`config.mk`:
```
export PLATFORM = sky130hd
export DESIGN_NAME = d_branch_hazard_ctrl
export DESIGN_NICKNAME = d
export VERILOG_FILES = /design/src/rtl/hazard_pkg.sv /design/src/rtl/hz_operand_check.sv /design/src/rtl/d_branch_hazard_ctrl.sv
export SDC_FILE = /design/constraint.sdc
export NUM_CORES = 1
export LEC_CHECK = 0
export ABC_CLOCK_PERIOD_IN_PS = 11250
export CORE_MARGIN = 3
export CORE_UTILIZATION = 54
export DETAILED_ROUTE_END_ITERATION = 12
export PLACE_DENSITY = 0.89
export REMOVE_ABC_BUFFERS = 1
export SETUP_SLACK_MARGIN = 0.3
export SYNTH_ARGS = -nofsm -noshare
export SYNTH_HDL_FRONTEND = slang
export SYNTH_HIERARCHICAL = 1
export SYNTH_SLANG_ARGS = --single-unit
export TNS_END_PERCENT = 50
```
`constraint.sdc`:
```
create_clock -name clk -period 11.25 [get_ports clk]
set_clock_uncertainty 0.1 [all_clocks]
set_input_delay 2.25 -clock clk [delete_from_list [all_inputs] [get_ports clk]]
set_output_delay 2.25 -clock clk [all_outputs]
set_load 0.01 [all_outputs]
```
`src/rtl/hazard_pkg.sv`:
```
`default_nettype none
// ============================================================================
// Module      : hazard_pkg
// Description : Shared encodings for the decode-stage branch hazard logic:
//               comparator forward selects, Tnew/Tuse constants and the
//               pipeline slot record.
// Revision    : 1.0 - initial release
// ============================================================================
package hazard_pkg;

   // Comparator operand source selects
   localparam logic [1:0] FWD_GRF = 2'b00;
   localparam logic [1:0] FWD_E   = 2'b01;
   localparam logic [1:0] FWD_M   = 2'b10;
   localparam logic [1:0] FWD_W   = 2'b11;

   // Result latency after entering E, and operand deadline of the branch
   localparam int TNEW_PC8    = 0;
   localparam int TNEW_ALU    = 1;
   localparam int TNEW_LOAD   = 2;
   localparam int TUSE_BRANCH = 0;

   // Default-width slot record {destination register, remaining latency}
   localparam int SLOT_REG_W = 5;
   localparam int SLOT_T_W   = 2;

   typedef struct packed {
      logic [SLOT_REG_W-1:0] wr_addr;
      logic [SLOT_T_W-1:0]   tnew;
   } slot_t;

endpackage
`default_nettype wire

```
`src/rtl/hz_operand_check.sv`:
```
`default_nettype none
// ============================================================================
// Module      : hz_operand_check
// Description : Per-operand hazard check. Finds the youngest in-flight slot
//               writing the source register and decides stall / forward.
// Revision    : 1.0 - initial release
// ============================================================================
module hz_operand_check
   import hazard_pkg::*;
#(
   parameter int REG_W = 5,
   parameter int T_W   = 2
) (
   input  logic [REG_W-1:0] src_addr_i,
   input  logic             src_read_i,
   input  logic [T_W-1:0]   tuse_i,
   input  logic [REG_W-1:0] e_addr_i,
   input  logic [T_W-1:0]   e_tnew_i,
   input  logic [REG_W-1:0] m_addr_i,
   input  logic [T_W-1:0]   m_tnew_i,
   input  logic [REG_W-1:0] w_addr_i,
   input  logic [T_W-1:0]   w_tnew_i,
   output logic             stall_req_o,
   output logic [1:0]       fwd_sel_o
);

   logic           w_hit;
   logic [T_W-1:0] w_win_tnew;
   logic [1:0]     w_win_sel;

   // Youngest matching slot wins; register 0 and unread operands never match
   always_comb begin
      w_hit      = 1'b0;
      w_win_tnew = '0;
      w_win_sel  = FWD_GRF;
      if (src_read_i && (src_addr_i != '0)) begin
         if (e_addr_i == src_addr_i) begin
            w_hit      = 1'b1;
            w_win_tnew = e_tnew_i;
            w_win_sel  = FWD_E;
         end else if (m_addr_i == src_addr_i) begin
            w_hit      = 1'b1;
            w_win_tnew = m_tnew_i;
            w_win_sel  = FWD_M;
         end else if (w_addr_i == src_addr_i) begin
            w_hit      = 1'b1;
            w_win_tnew = w_tnew_i;
            w_win_sel  = FWD_W;
         end
      end
   end

   // Stall while the producer is later than the deadline; forward once ready
   assign stall_req_o = w_hit && (w_win_tnew > tuse_i);
   assign fwd_sel_o   = (w_hit && (w_win_tnew == '0)) ? w_win_sel : FWD_GRF;

endmodule
`default_nettype wire

```
`src/rtl/d_branch_hazard_ctrl.sv`:
```
`default_nettype none
// ============================================================================
// Module      : d_branch_hazard_ctrl
// Description : Scoreboard hazard/forwarding controller for the decode-stage
//               branch comparator. Tracks {wr_addr, tnew} of E/M/W, drives
//               the D stall and comparator forward selects, counts stalls.
// Revision    : 1.0 - initial release
// ============================================================================
module d_branch_hazard_ctrl #(
   parameter int REG_W = 5,
   parameter int T_W   = 2,
   parameter int CNT_W = 16
) (
   input  logic             clk,
   input  logic             reset,
   input  logic             d_valid,
   input  logic [REG_W-1:0] d_rs_addr,
   input  logic [REG_W-1:0] d_rt_addr,
   input  logic             d_rs_read,
   input  logic             d_rt_read,
   input  logic [T_W-1:0]   d_tuse_rs,
   input  logic [T_W-1:0]   d_tuse_rt,
   input  logic [REG_W-1:0] d_wr_addr,
   input  logic [T_W-1:0]   d_tnew,
   output logic             stall,
   output logic [1:0]       fwd_sel_rs,
   output logic [1:0]       fwd_sel_rt,
   output logic [CNT_W-1:0] stall_cnt
);

   logic [REG_W-1:0] e_addr_q, m_addr_q, w_addr_q;
   logic [T_W-1:0]   e_tnew_q, m_tnew_q, w_tnew_q;
   logic [REG_W-1:0] e_addr_d, m_addr_d, w_addr_d;
   logic [T_W-1:0]   e_tnew_d, m_tnew_d, w_tnew_d;
   logic [CNT_W-1:0] cnt_q, cnt_d;
   logic             w_stall_rs, w_stall_rt;

   // One cycle of ageing: latency counts down and holds at zero
   function automatic logic [T_W-1:0] age(input logic [T_W-1:0] t);
      return (t == '0) ? '0 : t - T_W'(1);
   endfunction

   hz_operand_check #(.REG_W(REG_W), .T_W(T_W)) u_chk_rs (
      .src_addr_i  (d_rs_addr),
      .src_read_i  (d_rs_read),
      .tuse_i      (d_tuse_rs),
      .e_addr_i    (e_addr_q),
      .e_tnew_i    (e_tnew_q),
      .m_addr_i    (m_addr_q),
      .m_tnew_i    (m_tnew_q),
      .w_addr_i    (w_addr_q),
      .w_tnew_i    (w_tnew_q),
      .stall_req_o (w_stall_rs),
      .fwd_sel_o   (fwd_sel_rs)
   );

   hz_operand_check #(.REG_W(REG_W), .T_W(T_W)) u_chk_rt (
      .src_addr_i  (d_rt_addr),
      .src_read_i  (d_rt_read),
      .tuse_i      (d_tuse_rt),
      .e_addr_i    (e_addr_q),
      .e_tnew_i    (e_tnew_q),
      .m_addr_i    (m_addr_q),
      .m_tnew_i    (m_tnew_q),
      .w_addr_i    (w_addr_q),
      .w_tnew_i    (w_tnew_q),
      .stall_req_o (w_stall_rt),
      .fwd_sel_o   (fwd_sel_rt)
   );

   assign stall     = d_valid && (w_stall_rs || w_stall_rt);
   assign stall_cnt = cnt_q;

   // Next slot contents: D enters E unless stalled/invalid, older slots age
   always_comb begin
      e_addr_d = '0;
      e_tnew_d = '0;
      if (d_valid && !stall) begin
         e_addr_d = d_wr_addr;
         e_tnew_d = d_tnew;
      end
      m_addr_d = e_addr_q;
      m_tnew_d = age(e_tnew_q);
      w_addr_d = m_addr_q;
      w_tnew_d = age(m_tnew_q);
      cnt_d    = cnt_q;
      if (stall && (cnt_q != {CNT_W{1'b1}})) begin
         cnt_d = cnt_q + CNT_W'(1);
      end
   end

   // Slot and counter registers; reset empties the pipeline view immediately
   always_ff @(posedge clk or negedge reset) begin
      if (!reset) begin
         e_addr_q <= '0;
         e_tnew_q <= '0;
         m_addr_q <= '0;
         m_tnew_q <= '0;
         w_addr_q <= '0;
         w_tnew_q <= '0;
         cnt_q    <= '0;
      end else begin
         e_addr_q <= e_addr_d;
         e_tnew_q <= e_tnew_d;
         m_addr_q <= m_addr_d;
         m_tnew_q <= m_tnew_d;
         w_addr_q <= w_addr_d;
         w_tnew_q <= w_tnew_d;
         cnt_q    <= cnt_d;
      end
   end

endmodule
`default_nettype wire

```
# After elaboration in Yosys (flattened, before gate mapping)
# Cells that the tools add are included.
# op_classes
n_eq_ne	7
magnitude_cmp	2
n_mux	30
n_addsub	3
reduce_logical	17
# op_table
op	count
2-to-1 mux 2 bit	21
equality test 5 bit	6
adder 16 x 1 -> 16 bit (second input constant)	1
inequality test 16 bit (second input constant)	1
nonzero test 5 bit	2
logical AND 1 bit	9
zero test 2 bit	4
2-to-1 mux 1 bit	8
2-to-1 mux 5 bit	1
greater-than comparator 2 bit	2
subtractor 2 x 1 -> 2 bit (second input constant)	2
zero test 1 bit	1
logical OR 1 bit	1
# word_totals
elab_cells	66
register_bits	37

# Logic depth before layout (Yosys ltp)
# Gate-level depths: netlist of run 1.
# depth
word_depth	12
depth_mapped	13
mapped_depth_nobuf	13

# Cells and area by module
# Netlist of run 1, hierarchy kept.
# by_module_without_submodules
mod	seq_area_each_um2	area_per_inst_um2	cells_per_inst	instances
d_branch_hazard_ctrl	925.9	1397.6	100	1
hz_operand_check	0.0	351.6	50	2

# Least setup slack after synthesis of run 1
# Ideal clock, no wire load.
# synth_path
kind	input to output
start	input d_rt_addr[2]
end	output stall
slack_ps	4463
arrival_ps	4437
cell_stages	6
n_path_buf	0
path_cell_list	or4_1 o21ai_0 and2b_2 ha_1 a2111oi_0 o21a_1
# synth_via
elab_chain_len	9
word_cells_on_any_way	17
# synth_lines
element	line_no	source
start: declaration	d_branch_hazard_ctrl.sv:18	input logic [REG_W-1:0] d_rt_addr,
equality test 5 bit	hz_operand_check.sv:45	end else if (w_addr_i == src_addr_i) begin
2-to-1 mux 2 bit	hz_operand_check.sv:45	
2-to-1 mux 2 bit	hz_operand_check.sv:41	end else if (m_addr_i == src_addr_i) begin
2-to-1 mux 2 bit	hz_operand_check.sv:37	if (e_addr_i == src_addr_i) begin
2-to-1 mux 2 bit	hz_operand_check.sv:36	if (src_read_i && (src_addr_i != '0)) begin
greater-than comparator 2 bit	hz_operand_check.sv:54	assign stall_req_o = w_hit && (w_win_tnew > tuse_i);
logical AND 1 bit (*)	hz_operand_check.sv:54	
net w_stall_rt	d_branch_hazard_ctrl.sv:36	logic w_stall_rs, w_stall_rt;
logical OR 1 bit (*)	d_branch_hazard_ctrl.sv:71	assign stall = d_valid && (w_stall_rs || w_stall_rt);
logical AND 1 bit (*)	d_branch_hazard_ctrl.sv:71	
end: declaration	d_branch_hazard_ctrl.sv:25	output logic stall,
# The timed path passes the listed nets; every way through them passes the cells marked *.

# Worst setup path in the final report of run 1
# layout_path
start	input d_rt_addr[3]
end	output stall
# Same word-level chain as after synthesis.

==> flow_summary.toml, run 1 <==
[sta]
setup_viol = 0
hold_violations = 0
holdWs_ns = 0.3438
worst_pin_slew_ns = 0.9661
slew_headroom_pct = 33.93
fin_ws_ns = 2.727
finalMaxSlewViolations = 0
setup_tns_ns = 0
finalCritPeriodShare_pct = 75.76
min_period_ns = 8.523
fmax_mhz = 117.3
rsz0062_at_grt = "no"

[grt]
grt_pass1_wl_um = 7810
overflow = 0
grt_util_all_layers_pct = 22.99
grt_start_max_net_pins = 38
antenna_found_initial = 0
grt_pass1_vias = 1701

[pwr]
combPwrFrac_pct = 17.2
p_seq_share_pct = 50.6
clkPwrFrac_pct = 32.2
p_sw_mw = 0.08004
powerDensity_nw_per_um2 = 106.9
switching_share_pct = 27.55
ir_drop_uv = 117.5
power.leakage_nw = 1.176
power_mw = 0.2905
p_int_mw = 0.2105

[synthesis]
synth_ff_type = "dfrtp_1"
synth_edf_count = 0
synth-seq-cells = 37
syn_avg_cell_area_um2 = 10.50
yosysSeqAreaShare_pct = 44.07
async_flop_share_pct = 100.0
netlist_area_um2 = 2101
synth_area_leaders = "dfrtp_1 (44%), xnor2_1 (8.8%), xor2_1 (8.8%)"
synth_cells = 200
ys_warn_count = 6
yosys.area.top_type = "dfrtp_1"
yosysTopAreaCellShare_pct = 44.07
synth_cell_types = 39

[worst_setup_path]
path_cells = "clkdlybuf4s50_1 > or4_1 > o21ai_0 > and2b_2 > ha_1 > a2111oi_0 > o21a_1 > clkdlybuf4s50_1"
r2r_start = "m_addr_q[3]"
rr_endpoint = "stall_cnt[11]"
crit_path_start_kind = "primary input"
cp_num_buf_inv = 2
critPathTopFamily = "compound AO/OA/AOI/OAI gates"
reg2reg_slack_ns = 7.01
required_ns = 8.90
crit_fanout = 7
crit_type = "in2out"
cp_slowest_cell = "a2111oi_0"
crit_arrival_ns = 6.17
end_kind = "output port"
max_stage_delay_ns = 0.88
crit_top_cell = "clkdlybuf4s50_1"
ff2ff_path_depth = 11

[die]
io_pins = 47
die_y_um = 68.37
die_x_um = 68.37
floorplan.core_area_um2 = 3716
rows = 22
die_area_um2 = 4674
start_util_pct = 56.53

[placement]
hpwl_um = 3737
io_buffers = 46
place_ws_ns = 2.775
placedInstanceArea_um2 = 2629
gp_congestion = 0.9763

[worst_hold_path]
hp-class = "reg2reg"
hold_start = "m_addr_q[1]"
min_to = "w_addr_q[1]"
holdPathStages = 0

[clock_network]
postCtsHoldBufs = 0
tritoncts = "done"
cts_setup_buffers = 0
cts.path.max_buffers = 2
numCtsBuffers = 5
post_cts_resized = 0
root_buffer = "clkbuf_8"
clk_latency_ns = 0.29
cts_sinks = 37
clk_pin_slew_ns = 0.08
htreeDepth = 2

[status]
outcome = "finished, final reports clean"

[detailed_routing]
drc = 0
routedWlPerCell_um = 15.71
finalWirelength_um = 4759
viasPerCell = 5.634
first_iter_violations = 132
dr_total_vias = 1707
ant_nets = 0
first_pass_iters = 4

[finish]
final_cell_mix = "clkdlybuf4s50_1 (46), dfrtp_1 (37), xor2_1 (21), xnor2_1 (21), nor2_1 (12)"
final_nets = 285
area_delta_synth_final_pct = 29.42
final_common_cell = "clkdlybuf4s50_1"
final_layout_size_suffix_gt1_share_pct = 8.627
finalInstanceArea_um2 = 2719
num_antenna_cells = 0

[run]
drv_cap = 0
## stage by stage
stage | instances | util (%)
after floorplan | 200 | -
after global placement | 295 | 70.74
after detailed placement | 295 | 70.74
after CTS | 303 | 73.17
after global routing | 303 | 73.17
final | 303 | 73.17
## power groups by stage
| stage | clock network (mW) | logic (mW) | registers [mW] |
|---|---|---|---|
| CTS | 0.0948 | 0.0501 | 0.147 |
| global route | 0.103 | 0.0551 | 0.148 |
| global placement | 0 | 0.0478 | 0.149 |
| floorplan | 0 | 0.0237 | 0.149 |
| finish | 0.0935 | 0.0500 | 0.147 |
| detailed placement | 0 | 0.0495 | 0.149 |
## cells in the mapped netlist (3+ instances only)
library cell / number
and2_1: 11
dfrtp_1: 37
or3_1: 5
nand2_1: 9
nor4_2: 3
xnor2_1: 21
nand4_1: 4
nand3_1: 7
inv_1: 7
ha_1: 5
xor2_1: 21
a31oi_1: 4
a21oi_1: 4
nor2_1: 12
nor3_1: 11
## registers in the layout, summed over array words and instances (netlist names)
signal     flops
stall_cnt     16
e_addr_q       5
m_addr_q       5
w_addr_q       5
e_tnew_q       2
m_tnew_q       2
w_tnew_q       2
## cells by family (layout without fill, tap and decap cells)
| family | after synthesis | after routing | synth area share, % |
|---|---|---|---|
| XOR/XNOR | 42 | 42 | 17.51 |
| flip-flops | 37 | 37 | 44.07 |
| buffers and inverters | 7 | 62 | 1.251 |
| adder cells (fa/ha/maj) | 5 | 5 | 2.978 |
| AND/OR/NAND/NOR | 88 | 88 | 26.62 |
| AO/OA/AOI/OAI | 19 | 19 | 6.313 |
| multiplexers | 2 | 2 | 1.250 |
## layer usage
layer	vias to the layer above	global-route usage, %	wire length [um]
met4	0	8.933	105
met2	55	37.06	2309
li1	822	-	-
met5	-	0	0
met1	818	30.36	2130
met3	12	4.598	213
## cell type report
| class | instances | area [um2] |
|---|---|---|
| fill | 287 | 997.2 |
| sequential | 37 | 925.9 |
| timing repair buffer | 47 | 467.9 |
| tap | 48 | 60.06 |
| multi-input combinational | 156 | 1149 |
| clock buffer | 5 | 68.82 |
| clock inverter | 3 | 21.27 |
| inverter | 7 | 26.28 |
## worst max path at each step
stage	from	to	slack [ns]	cells after the start
global placement	d_rt_addr[2]	stall	2.89	8
CTS	d_rt_addr[3]	stall	2.75	8
finish	d_rt_addr[3]	stall	2.73	8
global route	d_rs_addr[0]	stall	2.54	10
detailed placement	d_rt_addr[2]	stall	2.77	8
floorplan	d_rt_addr[2]	stall	4.46	6
No activity file was read; power rests on OpenSTA's default activity.
==> inputs of run 2 (changes only) <==
--- a/config.mk
+++ b/config.mk
@@ -5,11 +5,11 @@
 export SDC_FILE = /design/constraint.sdc
 export NUM_CORES = 1
 export LEC_CHECK = 0
-export ABC_CLOCK_PERIOD_IN_PS = 11250
+export ABC_CLOCK_PERIOD_IN_PS = 7500
 export CORE_MARGIN = 3
-export CORE_UTILIZATION = 54
+export CORE_UTILIZATION = 45
 export DETAILED_ROUTE_END_ITERATION = 12
-export PLACE_DENSITY = 0.89
+export PLACE_DENSITY = 0.79
 export REMOVE_ABC_BUFFERS = 1
 export SETUP_SLACK_MARGIN = 0.3
 export SYNTH_ARGS = -nofsm -noshare
==> constraint.sdc (replaced) <==
create_clock -name clk -period 7.5 [get_ports clk]
set_clock_uncertainty 0.1 [all_clocks]
set_input_delay 1.5 -clock clk [delete_from_list [all_inputs] [get_ports clk]]
set_output_delay 1.5 -clock clk [all_outputs]
set_load 0.01 [all_outputs]
==> flow_summary.toml, run 2 (synthesized netlist as in run 1, its figures left out) <==
[sta]
finalMaxSlewViolations = 0
setup_viol = 0
setup_tns_ns = 0
hold_violations = 0
finalCritPeriodShare_pct = 91.80
fmax_mhz = 145.2
rsz0062_at_grt = "no"
slew_headroom_pct = 38.11
fin_ws_ns = 0.6149
worst_pin_slew_ns = 0.9049
min_period_ns = 6.885

[detailed_routing]
first_pass_iters = 4
drc = 0
ant_nets = 0
dr_total_vias = 1649
routedWlPerCell_um = 14.28
first_iter_violations = 88
viasPerCell = 5.371
finalWirelength_um = 4383

[die]
start_util_pct = 47.27
die_area_um2 = 5524
die_x_um = 74.33
floorplan.core_area_um2 = 4444
io_pins = 47
die_y_um = 74.33
rows = 24

[placement]
placedInstanceArea_um2 = 2634
gp_congestion = 0.8472
io_buffers = 46
place_ws_ns = 0.6091
hpwl_um = 3431

[clock_network]
numCtsBuffers = 5
post_cts_resized = 0
tritoncts = "done"
htreeDepth = 2
clk_latency_ns = 0.29
cts_sinks = 37
postCtsHoldBufs = 0
root_buffer = "clkbuf_8"
cts.path.max_buffers = 2
cts_setup_buffers = 0
clk_pin_slew_ns = 0.07

[finish]
final_layout_size_suffix_gt1_share_pct = 8.627
area_delta_synth_final_pct = 31.09
final_cell_mix = "clkdlybuf4s50_1 (46), dfrtp_1 (37), xor2_1 (21), xnor2_1 (21), nor2_1 (12)"
finalInstanceArea_um2 = 2754
final_common_cell = "clkdlybuf4s50_1"
fillers = 359
final_nets = 285
largest_reg_flops = 16
num_antenna_cells = 0

[worst_setup_path]
crit_type = "in2out"
cp_slowest_cell = "a2111oi_0"
critPathTopFamily = "compound AO/OA/AOI/OAI gates"
cp_num_buf_inv = 2
crit_fanout = 7
max_stage_delay_ns = 0.83
crit_top_cell = "clkdlybuf4s50_1"
required_ns = 5.90
end_kind = "output port"
crit_arrival_ns = 5.29
crit_path_start_kind = "primary input"
path_cells = "clkdlybuf4s50_1 > xnor2_1 > nand3_1 > or3_1 > a31oi_1 > and2b_2 > ha_1 > a2111oi_0 > o21a_1 > clkdlybuf4s50_1"

[pwr]
ir_drop_uv = 117.4
power_mw = 0.4682
powerDensity_nw_per_um2 = 170.0
power.leakage_nw = 1.189

[run]
drv_cap = 0

[grt]
overflow = 0
antenna_found_initial = 0
grt_util_all_layers_pct = 17.70
grt_pass1_wl_um = 7486
grt_start_max_net_pins = 38
grt_pass1_vias = 1668

[worst_hold_path]
hp-class = "reg2reg"

[status]
outcome = "finished, final reports clean"
-- run 2: cell types whose count changed in the layout (fill, tap and decap cells not counted) --
cell       previous run  this run
bufinv_16             0         1
clkbuf_8              5         6
clkinv_2              1         0
inv_6                 1         0
-- run 2: metal layers --
metal	track usage, %	share of wire (%)	wire length, um
met1	23.44	46	2029
met4	6.719	2.2	95
met2	27.85	44	1932
met5	0	0	0
met3	4.865	7.4	326
-- run 2: worst paths after layout --
path / endpoint / slack [ns] / from / cells after the start
setup / recovery: stall / 0.61 / d_rs_addr[3] / 10
hold / removal: w_addr_q[4] / 0.35 / m_addr_q[4] / 0
setup reg to reg: stall_cnt[11] / 3.39 / m_addr_q[3] / 11
hold reg to reg: w_addr_q[4] / 0.35 / m_addr_q[4] / 0
max in group asynchronous: stall_cnt[15] / 5.45 / reset / 2
min in group asynchronous: e_addr_q[1] / 1.52 / reset / 2
-- run 2: report_power, final --
part / switching (mW) / internal, mW
clock network: 0.0666 / 0.108
logic: 0.0323 / 0.0405
registers: 0.0116 / 0.209
total: 0.110 / 0.358
-- run 2: cell type report --
| class | count | area (um2) | area share (%) |
|---|---|---|---|
| clock buffer | 6 | 82.58 | 2.999 |
| clock inverter | 2 | 37.54 | 1.363 |
| inverter | 7 | 26.28 | 0.9541 |
| multi-input combinational | 156 | 1149 | 41.71 |
| sequential | 37 | 925.9 | 33.62 |
| tap | 52 | 65.06 | 2.363 |
| timing repair buffer | 47 | 467.9 | 16.99 |
-- run 2: worst reg2reg max path: stages (launching register included) --
cell and delay (ns):
dfrtp_1 0.43, xnor2_1 0.18, nand3_1 0.20, or3_1 0.39
a31oi_1 0.32, and2b_2 0.20, ha_1 0.22, a2111oi_0 0.83
o21a_1 0.31, nand4_1 0.29, nor4_1 0.38, xor2_1 0.18
-- run 2: metrics by stage --
| stage | hold slack (ns) | utilization [%] | std cells |
|---|---|---|---|
| CTS | 0.3599 | 61.97 | 307 |
| finish | 0.3501 | 61.97 | 307 |
| floorplan | 0.3106 | - | 200 |
| detailed placement | 0.3423 | 59.26 | 299 |
| global route | 0.3670 | 61.97 | 307 |
| global placement | 0.3436 | 59.26 | 299 |
